### src/rtl/pipe_valid.sv
// Purpose: parametrised WIDTH-bit payload + valid delay line, DEPTH register stages,
//          with per-stage enable/squash, global flush, occupancy and optional bubble collapse.
// Latency: k edges to stage k with all enables high. No backpressure; en is the stall control.
module pipe_valid #(
    parameter int WIDTH    = 32,
    parameter int DEPTH    = 2,
    parameter int COLLAPSE = 0,
    localparam int CW      = $clog2(DEPTH + 1)
) (
    input  logic                         clk,
    input  logic                         resetn,
    input  logic [WIDTH-1:0]             d,
    input  logic                         d_valid,
    input  logic [DEPTH-1:0]             en,
    input  logic [DEPTH-1:0]             squash,
    input  logic                         flush,
    output logic [WIDTH*(DEPTH+1)-1:0]   q,
    output logic [DEPTH:0]               q_valid,
    output logic [CW-1:0]                occupancy
);

    // Register index j holds stage j+1; stage 0 is the live input.
    logic [DEPTH-1:0][WIDTH-1:0] data_q, data_d;
    logic [DEPTH-1:0]            valid_q, valid_d;

    // Every stage 0..DEPTH side by side: index j is the source of register j.
    logic [DEPTH:0][WIDTH-1:0]   all_dat;
    logic [DEPTH:0]              all_vld;

    // cap[j]: register j takes stage j. mv[j]: stage j+1 is taken by stage j+2.
    logic [DEPTH-1:0]            cap;
    logic [DEPTH-1:0]            mv;

    assign all_dat = {data_q, d};
    assign all_vld = {valid_q, d_valid};
    assign q       = all_dat;
    assign q_valid = all_vld;

    // Capture enables: in collapse mode an empty stage always pulls from upstream.
    always_comb begin
        cap = '0;
        for (int j = 0; j < DEPTH; j++) begin
            cap[j] = en[j] | ((COLLAPSE != 0) & ~valid_q[j]);
        end
    end

    // Move detection; the last stage has no downstream and never moves.
    always_comb begin
        mv = '0;
        for (int j = 0; j < DEPTH - 1; j++) begin
            mv[j] = cap[j+1] & ~squash[j+1] & ~flush;
        end
    end

    // Next-state per stage: flush > squash > capture > collapse-invalidate > hold.
    always_comb begin
        data_d  = data_q;
        valid_d = valid_q;
        for (int j = 0; j < DEPTH; j++) begin
            if (flush || squash[j]) begin
                data_d[j]  = '0;
                valid_d[j] = 1'b0;
            end else if (cap[j]) begin
                // Payload follows even when the source is invalid (legacy behaviour).
                data_d[j]  = all_dat[j];
                valid_d[j] = all_vld[j];
            end else if ((COLLAPSE != 0) && mv[j]) begin
                // Entry left without a refill: drop the stale copy, keep payload bits.
                valid_d[j] = 1'b0;
            end
        end
    end

    // Stage registers with asynchronous clear.
    always_ff @(posedge clk or negedge resetn) begin
        if (!resetn) begin
            data_q  <= '0;
            valid_q <= '0;
        end else begin
            data_q  <= data_d;
            valid_q <= valid_d;
        end
    end

    // Occupancy: popcount of the registered valids only, so it never sees input glitches.
    always_comb begin
        occupancy = '0;
        for (int j = 0; j < DEPTH; j++) begin
            occupancy = occupancy + CW'(valid_q[j]);
        end
    end

endmodule

### config.mk
export PLATFORM = sky130hd
export DESIGN_NAME = pipe_valid
export DESIGN_NICKNAME = d
export VERILOG_FILES = /design/src/rtl/pipe_valid.sv
export SDC_FILE = /design/constraint.sdc
export NUM_CORES = 1
export LEC_CHECK = 0
export CAP_MARGIN = 20
export CORE_MARGIN = 4
export CORE_UTILIZATION = 37
export DETAILED_ROUTE_END_ITERATION = 10
export PLACE_DENSITY_LB_ADDON = 0.3
export SLEW_MARGIN = 20
export SYNTH_ARGS = -nofsm -noshare
export SYNTH_HDL_FRONTEND = slang
export SYNTH_SLANG_ARGS = --single-unit
### constraint.sdc
create_clock -name clk -period 0.8 [get_ports clk]
set_input_delay 0.08 -clock clk [delete_from_list [all_inputs] [get_ports clk]]
set_output_delay 0.08 -clock clk [all_outputs]
set_load 0.01 [all_outputs]
==> PnR_summary.wiki, run 1 <==
{| class="wikitable"
! Metric !! Value
|-
| Status || finished, violations left
|-
| Violated checks || negative setup slack
|-
| Fraction of the yosys area taken by sequential cells || 54.7%
|-
| Max FO, Critical Path || 2
|-
| Final period util || 148%
|-
| Chip Height || 98.4 um
|-
| Critical Path, Cell by Cell || ha_4 -> buf_6
|-
| Number of max-cap violations || 0
|-
| CP Launch Type || flop
|-
| Post-Place Setup Slack || -471 ps
|-
| Setup skew after layout || 8.00 ps
|-
| Area share of the leading cell type in the synthesized netlist || 54.7%
|-
| Synthesized netlist cell count || 250
|-
| Ranking of synthesized cells by area || dfrtp_1, mux2i_1, buf_4
|-
| Final-layout setup total negative slack || -10700 ps
|-
| Reported leakage power || 2.76 nW
|-
| Crit-path leading delay family || flip-flops
|-
| Transition time of the tightest slew-check pin || 167 ps
|-
| Required @ worst endpoint || 720 ps
|-
| Worst reg2reg path depth || 3
|-
| WL/cell || 16.5 um
|-
| Arrival time reported for the critical path endpoint || 1100 ps
|-
| Gr ovfl total || 0
|-
| Min Hold Slack || 46.9 ps
|-
| Total number of vias || 2473
|-
| Final setup slack of the worst path || -380 ps
|-
| I/O pins || 141
|-
| Number of warnings reported in the yosys synthesis log || 0
|-
| Relative slew margins || 88.6%
|-
| Deepest level of the CTS H-tree || 3
|-
| Clock insertion delay at the later pin of the skew report || 330 ps
|-
| Hold Fails Final Rpt || 0
|-
| Count of unique library cells instantiated by Yosys || 9
|-
| Clock tree from TritonCTS || done
|-
| Number of vias per cell || 4.55
|-
| First-pass GRT wire length || 13.2 mm
|-
| Total CTS buffers || 9
|-
| IR Drop Worst-Case VDD || 0.000949 V
|-
| Die area || 0.00968 mm2
|-
| Number of synthesized register bits || 66
|-
| RSZ-0062 raised after global routing || yes
|-
| Initial antenna violation count || 0
|-
| Global router's overall resource usage || 17.1%
|-
| Fin crit period || 1180 ps
|-
| Final-report max-slew violation count || 0
|-
| Total core area || 0.00785 mm2
|-
| Detailed-routing iteration count for the pre-antenna-repair pass || 5
|-
| Layout cells sized above 1 || 47.4%
|-
| Cell accounting for the most synthesized area || dfrtp_1
|-
| Mean area per synthesized cell || 12.1 um2
|-
| Hold Path Class || in2reg
|-
| Die extent in x || 98.4 um
|-
| Clk sink count || 66
|-
| Logic depth of the worst setup path including buffers || 2
|-
| Buffers on Ports || 140
|-
| Post-place instance area || 0.00473 mm2
|-
| Remaining antenna violation count || 0
|-
| Routed Wire Length || 8.95 mm
|-
| Final Instance Area || 0.00496 mm2
|-
| Placement Rows || 32
|-
| Critical path type || reg2out
|-
| Clk slew on worst S/H paths || 70 ps
|-
| Post-layout net count || 477
|-
| Number of endpoints failing setup at the final stage || 107
|-
| Max stage delay cell, worst path || dfrtp_2
|-
| Final weighted congestion of routability-driven global placement || 0.743
|-
| Total nets after synthesis || 291
|-
| Highest clock frequency the design can meet || 847 MHz
|-
| Clock tree root buffer cell || clkbuf_8
|-
| Stage delay of the slowest cell on the critical path || 420 ps
|-
| DRC violation count after routing || 0
|-
| Antenna diode count || 0
|-
| Via count of the first global-routing pass || 2568
|-
| Starting DRC count in detailed routing || 40
|-
| Total power density per cell area || 1570 mW/mm2
|-
| Worst path buffer plus inverter count || 1
|-
| Total standard cell area after synthesis || 0.00302 mm2
|-
| Maximum root-to-sink buffer count || 2
|-
| Synthesis-to-layout area growth || 64.2%
|-
| Starting utilization of the core area || 38.5%
|-
| WHS Path Cells || 3
|-
| Worst setup EP type || output pin
|-
| Largest net degree at the start of global routing || 37
|-
| HPWL after detailed placement || 5.95 mm
|}
[routing by layer]
layer | track usage, % | routed length (um) | vias to the layer above
met3 | 3.71 | 444 | 16
li1 | - | - | 1156
met2 | 31.1 | 4890 | 82
met4 | 7.67 | 257 | 0
met5 | 0 | 0 | -
met1 | 18.9 | 3360 | 1219
[kinds of logic (layout without fill, tap and decap cells)]
family | after synthesis | count (layout) | share of synthesized area (%)
multiplexers | 66 | 66 | 21.9
buffers and inverters | 49 | 240 | 14.3
flip-flops | 66 | 66 | 54.7
AND/OR/NAND/NOR | 68 | 68 | 8.78
adder cells (fa/ha/maj) | 1 | 1 | 0.414
[cell usage after synthesis, drive strengths merged]
master and count:
buf 49, dfrtp 66, ha 1, mux2i 66, nor2 66, or2 2
[report_power, final]
group	total (mW)	switching [mW]	internal [mW]
registers	3.45	0.0509	3.40
logic	1.28	0.560	0.723
clock network	3.03	1.18	1.85
[tightest hold or removal path, stage by stage]
cell and delay [ps]:
dlymetal6s2s_1 100, mux2i_1 70, nor2_1 90
[metrics by stage]
step	utilization (%)	cells	power, mW
finish	63.2	543	7.77
global route	63.2	543	8.08
CTS	60.3	533	7.78
detailed placement	60.2	509	4.81
global placement	60.2	509	4.78
floorplan	-	250	4.08
[layout make-up]
| class | instances | area [um2] |
|---|---|---|
| clock inverter | 2 | 60.1 |
| fill | 689 | 2890 |
| clock buffer | 14 | 153 |
| timing repair buffer | 224 | 1990 |
| sequential | 66 | 1650 |
| multi-input combinational | 135 | 978 |
| tap | 102 | 128 |
[final timing paths]
kind	from	end	slack, ps
max	valid_q[0]	occupancy[0]	-380
min	d[30]	q[62]	50
min reg2reg	q[88]	q[88]	530
max reg2reg	q[50]	q[50]	-80
max in group asynchronous	resetn	q[67]	280
min in group asynchronous	resetn	q[80]	320
[state kept, by name, indices dropped and copies added (netlist names)]
signal and count:
valid_q 2, q 64
[repair_timing]
action	in CTS	in global routing
setup endpoints to repair	153	143
hold endpoints to repair	66	0
buffers inserted	11	9
hold buffers	1	0
pin swaps	22	30
resized for setup	455	32
cloned	0	4
[layout by cell type (no fill, tap or decap)]
cell             synthesis  routed
buf_6                   11      61
dfrtp_2                  0       1
buf_12                   0       9
buf_2                    0      75
mux2i_4                  0       1
dlygate4sd3_1            0       1
mux2i_1                 66      63
clkdlybuf4s50_1          0      25
clkbuf_16                0       2
clkbuf_8                 0      10
nor2_1                  64      63
dfrtp_1                 66      65
buf_4                   35      40
dlymetal6s2s_1           0      11
nor2_2                   2       3
bufinv_16                0       2
or2_4                    0       2
mux2i_2                  0       2
clkbuf_1                 0       4
ha_4                     0       1
Note: power is estimated with default switching activity, not from simulation.
==> run 2: changes to the inputs <==
--- a/config.mk
+++ b/config.mk
@@ -9,4 +9,6 @@
 export CORE_MARGIN = 4
-export CORE_UTILIZATION = 37
+export CORE_UTILIZATION = 55
+export CTS_CLUSTER_DIAMETER = 120
 export DETAILED_ROUTE_END_ITERATION = 10
+export DONT_BUFFER_PORTS = 1
 export PLACE_DENSITY_LB_ADDON = 0.3
--- a/constraint.sdc
+++ b/constraint.sdc
@@ -3,2 +3,2 @@
 set_output_delay 0.08 -clock clk [all_outputs]
-set_load 0.01 [all_outputs]
+set_load 0.005 [all_outputs]
==> run 2 against run 1 <==
Net effect: the run ends with negative hold slack, negative setup slack left; final area shrank 32%; critical path depth shrank 1; non-clock buffer count shrank 178; count of clock-buffer cells in the layout shrank 1; worst hold slack lost 600 ps; combinational power shrank 66%; critical path type unchanged; highest routed layer unchanged.
==> PnR_summary.wiki, run 2 (synthesis gave the netlist of run 1 again) <==
{| class="wikitable"
! Metric !! Value
|-
| Global router's overall resource usage || 19.4% (+2.3 points)
|-
| Min Hold Slack || -556 ps (-603 ps)
|-
| Deepest level of the CTS H-tree || 3 (unchanged)
|-
| Hold Fails Final Rpt || 132 (+132)
|-
| Synthesis-to-layout area growth || 11.8%
|-
| Detailed-routing iteration count for the pre-antenna-repair pass || 4 (-1)
|-
| DRC violation count after routing || 0 (unchanged)
|-
| Chip Height || 82.1 um (-17%)
|-
| Starting utilization of the core area || 58.1% (+20 points)
|-
| Die area || 0.00674 mm2 (-30%)
|-
| Setup skew after layout || 4.07 ps (-3.93 ps)
|-
| Transition time of the tightest slew-check pin || 174 ps (+7.02 ps)
|-
| Placement Rows || 26 (-19%)
|-
| Setup crit start || valid_q[0]
|-
| Clk sink count || 66 (unchanged)
|-
| Final weighted congestion of routability-driven global placement || 0.732 (-1.5%)
|-
| Final Non-Filler Cells || 332 (-39%)
|-
| Required @ worst endpoint || 720 ps (about the same)
|-
| Clock insertion delay at the later pin of the skew report || 320 ps (about the same)
|-
| Fin crit period || 1110 ps (-69.0 ps)
|-
| Clk slew on worst S/H paths || 70 ps (about the same)
|-
| Hold Buf Count CTS || 33 (+32)
|-
| Highest clock frequency the design can meet || 900 MHz (+6.2%)
|-
| Arrival time reported for the critical path endpoint || 1030 ps (-70 ps)
|-
| Final-layout setup total negative slack || -2260 ps (+8430 ps)
|-
| Final setup slack of the worst path || -311 ps (+69.0 ps)
|-
| Post-place instance area || 0.00276 mm2 (-42%)
|-
| Max stage delay cell, worst path || dfrtp_1
|-
| IR Drop Worst-Case VDD || 0.00124 V (+31%)
|-
| Worst setup EP type || output pin
|-
| Crit-path leading delay family || flip-flops
|-
| Logic depth of the worst setup path including buffers || 1 (-1)
|-
| Die extent in x || 82.1 um (-17%)
|-
| Max FO, Critical Path || 2 (unchanged)
|-
| I/O pins || 141 (unchanged)
|-
| Reported leakage power || 1.70 nW (-38%)
|-
| Total core area || 0.00520 mm2 (-34%)
|-
| Destination of the worst register-to-register timing path || valid_q[1]
|-
| Power, Total || 6.74 mW (-13%)
|-
| Flip-flop count of the largest register after layout || 64 (unchanged)
|-
| Post-layout net count || 299 (-37%)
|-
| Number of max-cap violations || 0 (unchanged)
|-
| Total number of vias || 1745 (-29%)
|-
| Antenna diode count || 0 (unchanged)
|-
| Total power density per cell area || 1990 mW/mm2 (+27%)
|-
| Critical path type || reg2out
|-
| Remaining antenna violation count || 0 (unchanged)
|-
| Final period util || 139% (-8.6 points)
|-
| Critical Path, Cell by Cell || ha_4
|-
| Via count of the first global-routing pass || 1905 (-26%)
|-
| RSZ-0062 raised after global routing || yes
|-
| Total CTS buffers || 9 (unchanged)
|-
| Initial antenna violation count || 0 (unchanged)
|-
| Stage delay of the slowest cell on the critical path || 430 ps (about the same)
|-
| Worst path buffer plus inverter count || 0 (-1)
|-
| Hold Path Class || in2async
|-
| Worst reg2reg path depth || 4 (+1)
|-
| Gr ovfl total || 0 (unchanged)
|-
| Worst reg2reg startpoint || valid_q[0]
|-
| Clock tree root buffer cell || clkbuf_8
|-
| Status || finished, violations left
|-
| Relative slew margins || 88.1% (-0.48 points)
|-
| HPWL after detailed placement || 3.50 mm (-41%)
|-
| Buffers on Ports || 0 (-100%)
|-
| Register-to-register path setup slack || -190 ps (-110 ps)
|-
| Starting DRC count in detailed routing || 58 (+45%)
|-
| Number of vias per cell || 5.26 (+15%)
|-
| Final Instance Area || 0.00338 mm2 (-32%)
|-
| Routed Wire Length || 6.07 mm (-32%)
|-
| Final-report max-slew violation count || 0 (unchanged)
|-
| Leading cell types in the layout, fill and taps excluded || mux2i_1, dfrtp_1, nor2_1
|-
| WL/cell || 18.3 um (+11%)
|-
| Clock tree from TritonCTS || done
|-
| Layout cells sized above 1 || 11.5% (-36 points)
|-
| CP Launch Type || flop
|-
| First-pass GRT wire length || 9.61 mm (-27%)
|-
| Maximum root-to-sink buffer count || 2 (unchanged)
|-
| Number of endpoints failing setup at the final stage || 60 (-44%)
|-
| Largest net degree at the start of global routing || 67 (+81%)
|-
| Cell count after placement || 278 (-45%)
|-
| Violated checks || negative hold slack, negative setup slack
|}
## run 2: changes by cell type in the layout (fill, tap and decap cells not counted), sizes merged
cell,change
bufinv,-1
buf,-172
clkbuf,-3
dlygate4sd3,+32
clkinv,+1
clkdlybuf4s50,-25
dlymetal6s2s,-11
## run 2: cell type report
| type | instances | area (um2) |
|---|---|---|
| fill | 399 | 1830 |
| sequential | 66 | 1650 |
| multi-input combinational | 135 | 951 |
| timing repair buffer | 46 | 483 |
| clock buffer | 13 | 169 |
| tap | 70 | 87.6 |
| clock inverter | 2 | 35.0 |
## run 2: worst max path at each step
stage,slack (ps),end
final,-310,occupancy[0]
after global routing,-360,occupancy[0]
after CTS,-330,occupancy[0]
after detailed placement,7,occupancy[0]
after global placement,20,occupancy[0]
after floorplan,20,occupancy[0]
## run 2: power by group
group | internal [mW] | total (mW) | switching [mW]
Combinational | 0.281 | 0.431 | 0.150
Clock | 1.68 | 2.84 | 1.16
Sequential | 3.40 | 3.47 | 0.0658
## run 2: timing repair
action	in CTS	in global routing
buffers inserted	5	1
hold endpoints to repair	132	132
gates resized for setup	8	1
gates cloned	0	0
endpoints found under the setup margin	68	75
pin swaps	0	2
## run 2: routing by layer
metal | part of all wire [%] | global-route usage (%) | up-vias
met4 | 0.92 | 8.64 | 0
met2 | 53 | 32.1 | 67
met3 | 7.6 | 6.29 | 6
li1 | - | - | 794
met5 | 0 | 0 | -
met1 | 39 | 23.2 | 878
## run 2: through the flow
step                      worst slack (ps)  utilization, %
after floorplan                       22.1               -
after global placement                22.2            52.9
after detailed placement              6.82            52.9
after CTS                             -329            64.7
after global routing                  -356            64.9
final                                 -311            64.9
==> run 3: changes to the inputs <==
Settings changed: CORE_UTILIZATION 55 to 39.
==> run 3 against run 2 <==
Net effect: count of clock-buffer cells in the layout unchanged; clock skew increased by 2.6 ps; clock power about the same; setup slack improved by 6.9 ps; critical path depth unchanged; sequential share of layout area decreased by 0.78 points; the run still ends with negative hold slack, negative setup slack left; die area increased by 37%; core utilization decreased by 19 points; combinational power increased by 3%; final cell count increased by 11%; global-route usage decreased by 4.9 points.
==> PnR_summary.wiki, run 3 (synthesis gave the netlist of run 1 again) <==
{| class="wikitable"
! Metric !! Value
|-
| CP Launch Type || flop
|-
| I/O pins || 141 (unchanged)
|-
| IR Drop Worst-Case VDD || 0.00106 V (-15%)
|-
| Final Instance Area || 0.00343 mm2 (+1.6%)
|-
| Deepest level of the CTS H-tree || 3 (unchanged)
|-
| Final period util || 138% (-0.87 points)
|-
| Global router's overall resource usage || 14.5% (-4.9 points)
|-
| Worst setup EP type || output pin
|-
| Chip Height || 96.0 um (+17%)
|-
| Post-layout net count || 305 (+2.0%)
|-
| Via count of the first global-routing pass || 1839 (-3.5%)
|-
| Routed Wire Length || 6.42 mm (+5.8%)
|-
| Total number of vias || 1763 (+1.0%)
|-
| Relative slew margins || 83.5% (-4.6 points)
|-
| Power, Total || 6.75 mW (+0.22%)
|-
| Fill cells || 699 (+75%)
|-
| Final-layout setup total negative slack || -2690 ps (-432 ps)
|-
| Final Non-Filler Cells || 367 (+11%)
|-
| Hold Buf Count CTS || 33 (unchanged)
|-
| Final setup slack of the worst path || -304 ps (+6.95 ps)
|-
| Clock tree from TritonCTS || done
|-
| Detailed-routing iteration count for the pre-antenna-repair pass || 4 (unchanged)
|-
| Clock tree root buffer cell || clkbuf_8
|-
| Arrival time reported for the critical path endpoint || 1020 ps (about the same)
|-
| Post-place instance area || 0.00281 mm2 (+2.0%)
|-
| Total power density per cell area || 1970 mW/mm2 (-1.4%)
|-
| WL/cell || 17.5 um (-4.3%)
|-
| Min Hold Slack || -558 ps (-1.87 ps)
|-
| Number of vias per cell || 4.80 (-8.6%)
|-
| Flip-flop count of the largest register after layout || 64 (unchanged)
|-
| Total core area || 0.00741 mm2 (+42%)
|-
| Area used by multi-input combinational logic || 938 um2 (-1.3%)
|-
| Number of endpoints failing setup at the final stage || 72 (+20%)
|-
| Placement Rows || 31 (+19%)
|-
| Worst path buffer plus inverter count || 0 (unchanged)
|-
| Violated checks || negative hold slack, negative setup slack
|-
| Setup skew after layout || 6.70 ps (+2.63 ps)
|-
| RSZ-0062 raised after global routing || yes
|-
| DRC violation count after routing || 0 (unchanged)
|-
| Highest clock frequency the design can meet || 906 MHz (+0.63%)
|-
| First-pass GRT wire length || 9.97 mm (+3.7%)
|-
| Max stage delay cell, worst path || dfrtp_1
|-
| Layout cells sized above 1 || 13.1% (+1.6 points)
|-
| Final-report max-slew violation count || 0 (unchanged)
|-
| Final weighted congestion of routability-driven global placement || 0.665 (-9.1%)
|-
| Reported leakage power || 1.72 nW (+1.3%)
|-
| Transition time of the tightest slew-check pin || 248 ps (+74.1 ps)
|-
| Clk slew on worst S/H paths || 70 ps (about the same)
|-
| HPWL after detailed placement || 4.00 mm (+14%)
|-
| Antenna diode count || 0 (unchanged)
|-
| Fin crit period || 1100 ps (-6.95 ps)
|-
| Crit-path leading delay family || flip-flops
|-
| Stage delay of the slowest cell on the critical path || 390 ps (-40 ps)
|-
| Starting DRC count in detailed routing || 44 (-24%)
|-
| Largest net degree at the start of global routing || 67 (unchanged)
|-
| Initial antenna violation count || 0 (unchanged)
|-
| Remaining antenna violation count || 0 (unchanged)
|-
| Max FO, Critical Path || 2 (unchanged)
|-
| Leading cell types in the layout, fill and taps excluded || mux2i_1, dfrtp_1, nor2_1
|-
| Number of max-cap violations || 0 (unchanged)
|-
| Maximum root-to-sink buffer count || 2 (unchanged)
|-
| Critical Path, Cell by Cell || ha_1
|-
| Synthesis-to-layout area growth || 13.6%
|-
| FF/Latch Area || 0.00165 mm2 (unchanged)
|-
| Total CTS buffers || 9 (unchanged)
|-
| Critical path type || reg2out
|-
| Cell count after placement || 313 (+13%)
|-
| Status || finished, violations left
|-
| Hold Fails Final Rpt || 132 (unchanged)
|-
| Clock insertion delay at the later pin of the skew report || 330 ps (about the same)
|-
| Required @ worst endpoint || 720 ps (about the same)
|-
| Gr ovfl total || 0 (unchanged)
|-
| Hold Path Class || in2async
|-
| Die area || 0.00922 mm2 (+37%)
|-
| Starting utilization of the core area || 40.8% (-17 points)
|-
| Clk sink count || 66 (unchanged)
|-
| Die extent in x || 96.0 um (+17%)
|-
| Buffers on Ports || 0 (unchanged)
|}
[run 3: changes by cell type in the layout (fill, tap and decap cells not counted), sizes merged]
cell,change
buf,+6
[run 3: final cells by class]
type	count	area share (%)
Tap cell	99	3.61
Multi-Input combinational cell	135	27.3
Clock inverter	2	1.02
Sequential cell	66	48.1
Clock buffer	13	4.92
Timing Repair Buffer	52	15.0
[run 3: per-layer routing]
metal / wire length, um / GRT usage (%)
met5: 0 / 0
met4: 86 / 5.69
met3: 485 / 5.39
met2: 3190 / 23.7
met1: 2660 / 17.2
[run 3: path summary, 6_finish.rpt]
kind / startpoint / endpoint / slack, ps / depth (start not counted)
worst min-delay path: resetn / q[46] / -560 / 0
max in group asynchronous: resetn / q[88] / 1250 / 0
worst max-delay path: valid_q[1] / occupancy[0] / -300 / 1
min in group clk: en[0] / q[51] / -80 / 2
worst max register to register: valid_q[0] / valid_q[1] / -170 / 4
worst min register to register: q[71] / q[71] / 560 / 2
[run 3: per-stage QoR]
| stage | setup WS [ps] | util (%) |
|---|---|---|
| final | -304 | 46.3 |
| after global routing | -371 | 46.3 |
| after CTS | -320 | 46.2 |
| after detailed placement | -3.16 | 37.9 |
| after global placement | 20.6 | 37.9 |
| after floorplan | 22.1 | - |
[run 3: what timing repair did]
action	CTS	global route
hold endpoints to repair	132	132
pin swaps	1	1
setup buffers	5	1
endpoints found under the setup margin	68	75
resized for setup	10	1
[run 3: where the power goes]
group | switching [mW] | internal, mW
sequential | 0.0655 | 3.40
clock | 1.16 | 1.68
combinational | 0.154 | 0.289
total | 1.38 | 5.37
[run 3: worst register-to-register path, stage by stage (launching register included)]
cell and delay (ps):
dfrtp_1 400, buf_6 130, buf_6 110, mux2i_1 140, nor2_1 70
